==> config.mk <==
export PLATFORM = sky130hd
export DESIGN_NAME = equalizer_cmul_pipe
export DESIGN_NICKNAME = d
export VERILOG_FILES = /design/src/rtl/equalizer_cmul_pipe_pkg.sv /design/src/rtl/equalizer_cmul_rndsat.sv /design/src/rtl/equalizer_cmul_pipe.sv
export SDC_FILE = /design/constraint.sdc
export NUM_CORES = 2
export LEC_CHECK = 0
export BUFFER_PORTS_ARGS = -buffer_cell sky130_fd_sc_hd__buf_2
export CORE_ASPECT_RATIO = 1.1
export CORE_MARGIN = 2
export CORE_UTILIZATION = 38
export DETAILED_ROUTE_END_ITERATION = 7
export PLACE_DENSITY_LB_ADDON = 0.12
export SYNTH_ARGS = -nofsm -noshare
export SYNTH_HDL_FRONTEND = slang
export SYNTH_SLANG_ARGS = --single-unit
==> constraint.sdc <==
create_clock -name clk -period 25.9 [get_ports clk]
set_clock_uncertainty 0.2 [all_clocks]
set_input_delay 5.18 -clock clk [delete_from_list [all_inputs] [get_ports clk]]
set_output_delay 5.18 -clock clk [all_outputs]
set_load 0.01 [all_outputs]
==> src/rtl/equalizer_cmul_pipe_pkg.sv <==
// Shared widths and width helpers for the equalizer complex multiplier.
// Default stream/coefficient geometry plus product and sum sizing.
package equalizer_cmul_pipe_pkg;

    localparam int DIN_W_DEF  = 16;
    localparam int COEF_W_DEF = 16;
    localparam int DOUT_W_DEF = 16;
    localparam int SHIFT_DEF  = 15;
    localparam int TAG_W_DEF  = 8;

    function automatic int prod_w(input int din_w, input int coef_w);
        return din_w + coef_w;
    endfunction

    // One guard bit so rr+ii of two full-scale products cannot wrap
    function automatic int sum_w(input int din_w, input int coef_w);
        return din_w + coef_w + 1;
    endfunction

endpackage

==> src/rtl/equalizer_cmul_rndsat.sv <==
// Round-half-up, arithmetic shift and saturate for one product rail.
// Returns the narrowed value and a flag when clipping occurred.
module equalizer_cmul_rndsat #(
    parameter int SUM_W  = 33,
    parameter int DOUT_W = 16,
    parameter int SHIFT  = 15
) (
    input  logic [SUM_W-1:0]  x_i,
    output logic [DOUT_W-1:0] y_o,
    output logic              sat_o
);

    localparam int W   = SUM_W + 1;
    localparam int RSH = (SHIFT > 0) ? SHIFT - 1 : 0;

    localparam logic [W-1:0] RND =
        (SHIFT > 0) ? ({{(W-1){1'b0}}, 1'b1} << RSH) : '0;

    localparam logic signed [W-1:0] MAXV =
        {{(W-DOUT_W+1){1'b0}}, {(DOUT_W-1){1'b1}}};
    localparam logic signed [W-1:0] MINV =
        {{(W-DOUT_W+1){1'b1}}, {(DOUT_W-1){1'b0}}};

    logic        [W-1:0] ext;
    logic signed [W-1:0] sh;

    assign ext = {x_i[SUM_W-1], x_i} + RND;
    assign sh  = $signed(ext) >>> SHIFT;

    always_comb begin
        y_o   = sh[DOUT_W-1:0];
        sat_o = 1'b0;
        if (sh > MAXV) begin
            y_o   = MAXV[DOUT_W-1:0];
            sat_o = 1'b1;
        end else if (sh < MINV) begin
            y_o   = MINV[DOUT_W-1:0];
            sat_o = 1'b1;
        end
    end

endmodule

==> src/rtl/equalizer_cmul_pipe.sv <==
// Four-stage complex multiplier y = a*b or a*conj(b) with rounding,
// saturation, tag passthrough and a stall-all valid/ready handshake.
module equalizer_cmul_pipe
    import equalizer_cmul_pipe_pkg::*;
#(
    parameter int DIN_W  = DIN_W_DEF,
    parameter int COEF_W = COEF_W_DEF,
    parameter int DOUT_W = DOUT_W_DEF,
    parameter int SHIFT  = SHIFT_DEF,
    parameter int TAG_W  = TAG_W_DEF
) (
    input  logic              clk,
    input  logic              reset,
    input  logic              in_valid,
    output logic              in_ready,
    input  logic              in_conj,
    input  logic [DIN_W-1:0]  a_re,
    input  logic [DIN_W-1:0]  a_im,
    input  logic [COEF_W-1:0] b_re,
    input  logic [COEF_W-1:0] b_im,
    input  logic [TAG_W-1:0]  in_tag,
    output logic              out_valid,
    input  logic              out_ready,
    output logic [DOUT_W-1:0] y_re,
    output logic [DOUT_W-1:0] y_im,
    output logic [TAG_W-1:0]  out_tag,
    output logic              out_sat
);

    localparam int PROD_W = prod_w(DIN_W, COEF_W);
    localparam int SUM_W  = sum_w(DIN_W, COEF_W);

    logic adv;

    logic              s1_v_q, s1_conj_q;
    logic [DIN_W-1:0]  s1_are_q, s1_aim_q;
    logic [COEF_W-1:0] s1_bre_q, s1_bim_q;
    logic [TAG_W-1:0]  s1_tag_q;

    logic                     s2_v_q, s2_conj_q;
    logic signed [PROD_W-1:0] rr_q, ii_q, ir_q, ri_q;
    logic signed [PROD_W-1:0] rr_d, ii_d, ir_d, ri_d;
    logic [TAG_W-1:0]         s2_tag_q;

    logic                    s3_v_q;
    logic signed [SUM_W-1:0] rr_x, ii_x, ir_x, ri_x;
    logic signed [SUM_W-1:0] re_q, im_q, re_d, im_d;
    logic [TAG_W-1:0]        s3_tag_q;

    logic              out_v_q, sat_q;
    logic [DOUT_W-1:0] yre_q, yim_q, yre_d, yim_d;
    logic [TAG_W-1:0]  tag_q;
    logic              sat_re, sat_im;

    assign adv      = ~out_v_q | out_ready;
    assign in_ready = adv & ~reset;

    // Plain signed multiplies so synthesis maps them onto DSP slices
    assign rr_d = PROD_W'($signed(s1_are_q)) * PROD_W'($signed(s1_bre_q));
    assign ii_d = PROD_W'($signed(s1_aim_q)) * PROD_W'($signed(s1_bim_q));
    assign ir_d = PROD_W'($signed(s1_aim_q)) * PROD_W'($signed(s1_bre_q));
    assign ri_d = PROD_W'($signed(s1_are_q)) * PROD_W'($signed(s1_bim_q));

    assign rr_x = {rr_q[PROD_W-1], rr_q};
    assign ii_x = {ii_q[PROD_W-1], ii_q};
    assign ir_x = {ir_q[PROD_W-1], ir_q};
    assign ri_x = {ri_q[PROD_W-1], ri_q};

    assign re_d = s2_conj_q ? rr_x + ii_x : rr_x - ii_x;
    assign im_d = s2_conj_q ? ir_x - ri_x : ir_x + ri_x;

    equalizer_cmul_rndsat #(
        .SUM_W (SUM_W),
        .DOUT_W(DOUT_W),
        .SHIFT (SHIFT)
    ) u_rs_re (
        .x_i  (re_q),
        .y_o  (yre_d),
        .sat_o(sat_re)
    );

    equalizer_cmul_rndsat #(
        .SUM_W (SUM_W),
        .DOUT_W(DOUT_W),
        .SHIFT (SHIFT)
    ) u_rs_im (
        .x_i  (im_q),
        .y_o  (yim_d),
        .sat_o(sat_im)
    );

    always_ff @(posedge clk) begin
        if (reset) begin
            s1_v_q  <= 1'b0;
            s2_v_q  <= 1'b0;
            s3_v_q  <= 1'b0;
            out_v_q <= 1'b0;
            yre_q   <= '0;
            yim_q   <= '0;
            tag_q   <= '0;
            sat_q   <= 1'b0;
        end else if (adv) begin
            s1_v_q    <= in_valid;
            s1_conj_q <= in_conj;
            s1_are_q  <= a_re;
            s1_aim_q  <= a_im;
            s1_bre_q  <= b_re;
            s1_bim_q  <= b_im;
            s1_tag_q  <= in_tag;

            s2_v_q    <= s1_v_q;
            s2_conj_q <= s1_conj_q;
            s2_tag_q  <= s1_tag_q;
            rr_q      <= rr_d;
            ii_q      <= ii_d;
            ir_q      <= ir_d;
            ri_q      <= ri_d;

            s3_v_q    <= s2_v_q;
            s3_tag_q  <= s2_tag_q;
            re_q      <= re_d;
            im_q      <= im_d;

            out_v_q   <= s3_v_q;
            yre_q     <= yre_d;
            yim_q     <= yim_d;
            tag_q     <= s3_tag_q;
            sat_q     <= s3_v_q & (sat_re | sat_im);
        end
    end

    assign out_valid = out_v_q;
    assign y_re      = yre_q;
    assign y_im      = yim_q;
    assign out_tag   = tag_q;
    assign out_sat   = sat_q;

endmodule

==> results.md <==
Finish:
- The area growth from synthesis to layout is 7.61%.
- The post-route netlist has 5.21% of its cells at a drive strength greater than 1.
- The layout net count is 6980.
- The number of antenna diodes in the final layout is 0.

Synth:
- After synthesis, the largest area contributor takes up 39.7% of total cell area.
- The register area share after synthesis is 16.2%.
- Synthesis handed over a netlist of 5443 instances.
- The post-synthesis cell area is 52900 µm².
- The count of flip-flops with a built-in enable after synthesis is 256.
- The post-synthesis area per instance is 9.72 µm².
- Yosys printed 0 warnings.
- In the post-synthesis netlist, the biggest area contributors are fa_1, edfxtp_1, ha_1.
- The biggest area contributor in the post-synthesis netlist is fa_1.
- Counting instances in the post-synthesis netlist gives the leading cell types as inv_1, fa_1, nand2_1.
- The post-synthesis net count is 6962.
- The primary flip-flop cell chosen by synthesis mapping is edfxtp_1.
- By instance count, the leading cell after synthesis is inv_1.
- Counting flops and latches in the post-synthesis netlist gives 301.
- The distinct cell type count of the synthesized netlist is 75.
- The share of synthesized flip-flops with an asynchronous set or reset is 0%.

Worst setup path:
- Counting stages on the worst path, the most repeated cell is buf_2.
- The launching instance or port of the critical path is reset.
- STA classifies the critical path endpoint as an output port.
- By startpoint and endpoint, the worst setup path is classified as input port to output port.
- Traced cell by cell, the critical path runs through buf_2 > buf_4 > nor2_4 > buf_2.
- The endpoint arrival time on the critical path is 6.56 ns.
- At the worst endpoint, the required time is 20.52 ns.
- The maximum net fanout on the critical path is 46.
- The launch point of the worst reg-to-reg path is s1_bre_q[1].
- The critical path startpoint category is an input port.
- The cell with the biggest individual delay on the critical path is nor2_4.
- For this run, the slowest stage of the critical path takes 0.71 ns.

Timing:
- Headroom to the max-slew limit came out at 30.9%.
- For the finished layout, the period the worst path requires is 11.94 ns.
- The number of endpoints failing setup at the final stage is 0.
- The number of hold violations in the final report was 0.
- The post-route setup TNS is 0 ns.
- Dividing the final minimum period by the clock period gives 46.1%.
- The transition at the pin with the smallest max-transition slack is 1.04 ns.
- Based on the critical path, the design can be clocked at up to 83.7 MHz.
- Setup repair after global routing left no endpoint under its margin.
- The final max-slew violation count came to 0.

Global route:
- The first global-routing pass estimated 215000 µm of wire.
- The number of antenna violations at the first check in global routing is 3.
- Global routing used 19.3% of the available tracks across all layers.
- The maximum number of pins on one net before global-route repair is 67.
- The number of global-route vias before repair came to 38000.
- The remaining global-route overflow is 0.

Placement:
- Input and output buffers added on the ports amount to 119.
- The routability-driven placement congestion ratio is 0.797.
- The placed wire-length estimate is 100000 µm.

CTS:
- At the later pin of the worst-skew pair, clock insertion delay measures 0.62 ns.
- TritonCTS built the clock tree.
- The clock drives 301 sinks.
- Gates resized during post-CTS repair numbered 0.
- The clock-pin slew reported for the worst setup and hold paths after clock tree synthesis is 0.06 ns.
- For this design, the CTS-stage hold fixing added 0 buffers.
- In this run the deepest clock path goes through 3 buffers.
- CTS placed an instance of clkbuf_16 at the clock tree root.
- In this run the number of H-tree levels came out at 2.
- The number of buffers created by CTS is 41.
- The post-CTS repair timing setup buffer count is 0.

Die:
- The die area is 142000 µm².
- The number of core rows is 143.
- The number of placed I/O pins is 120.
- The placeable core region is 138000 µm².
- The starting utilization of the core area is 38.3%.
- The vertical die dimension is 395 µm.
- The floorplan step set the die width to 360 µm.

Min path:
- The worst hold path belongs to the class flip-flop to flip-flop.
- The worst min-delay path startpoint is s1_tag_q[7].

Detailed routing:
- The average wire per cell in the routed design is 17.9 µm.
- The count of nets left with antenna violations once routing finished came out at 0.
- The routed wire length is 131000 µm.
- In the routed layout, each cell is associated on average with a via count of 4.90.
- In this run, the number of DRC markers left after iteration 0 of detailed routing was 1851.
- The count of TritonRoute iterations in the first routing pass is 6.
- The via count is 35800.
- After detailed routing, the number of remaining DRC violations is 0.

Run status:
- The run finished with clean final reports.

Run:
- The number of maximum-capacitance constraint violations is 0.
==> metrics by stage <==
step                      setup WS [ns]  cell area (µm²)  instances  hold WS (ns)  util (%)
after floorplan                    4.17            52900       5443         0.200         -
after global placement            13.91            55500       7230         0.202      40.2
after detailed placement          13.91            55500       7230         0.205      40.2
after CTS                         13.91            56900       7305         0.220      41.2
after global routing              13.82            56900       7305         0.226      41.2
final                             13.96            56900       7305         0.219      41.2
==> per-layer routing <==
layer | vias up | share of wire [%] | GRT usage, %
met4 | 2 | 2.2 | 4.35
li1 | 16600 | - | -
met2 | 578 | 46 | 31.2
met3 | 91 | 4.3 | 2.29
met1 | 18500 | 47 | 27.8
met5 | - | 0.0054 | 0
==> cell families after synthesis <==
group | after synthesis | share of synthesized area [%]
AOI/OAI and AO/OA | 466 | 5.78
xor gates and xnor gates | 254 | 4.21
adders and majority gates | 1442 | 49.0
buffers and inverters | 1417 | 10.1
DFF | 301 | 16.2
muxes | 4 | 0.0781
and+or+nand+nor | 1559 | 14.6
==> final cells by class <==
type	count	area (µm²)
clock buffers	45	1040
clock inverters	30	349
fillers	13800	81200
inverters	1193	4480
multi-input cells	3725	39000
flip-flops and latches	301	8590
well taps	1812	2270
repair buffers	199	1200
==> flip-flops by register name (all words and copies together) (netlist names), 19 cells and up <==
signal / cells
ii_q: 32
ir_q: 32
ri_q: 32
rr_q: 32
im_q: 19
re_q: 19
==> cell usage in the layout, fill, tap and decap left out, types with 23 or more instances in the layout <==
master,netlist,routed
buf_2,0,119
xnor2_1,176,176
inv_1,1193,1193
nand2b_1,32,31
nand3_1,41,41
a21o_1,57,57
dfxtp_1,45,45
nand2_1,542,542
a21oi_1,153,153
o21a_1,23,23
clkbuf_16,0,41
edfxtp_1,256,256
and2_1,520,520
o22ai_1,30,30
ha_1,394,394
xor2_1,78,78
nor2_1,248,247
buf_4,0,80
o21ai_0,54,54
fa_1,1048,1048
nor3_1,51,51
==> worst max-delay path, delay by kind of cell <==
kind / cells / cell delay [ns]
simple gates: 1 / 0.71
buf+inv: 3 / 0.64
==> path summary, 6_finish.rpt <==
kind                 end  slack [ns]  cells after the start
max reg2reg     ir_q[31]       18.43                     19
min          s2_tag_q[7]        0.22                      0
max             in_ready       13.96                      4
min reg2reg  s2_tag_q[7]        0.22                      0
Power is left out: the tool's default activity adds up to more than one toggle a clock period on the data nets, which glitch-free logic cannot reach.
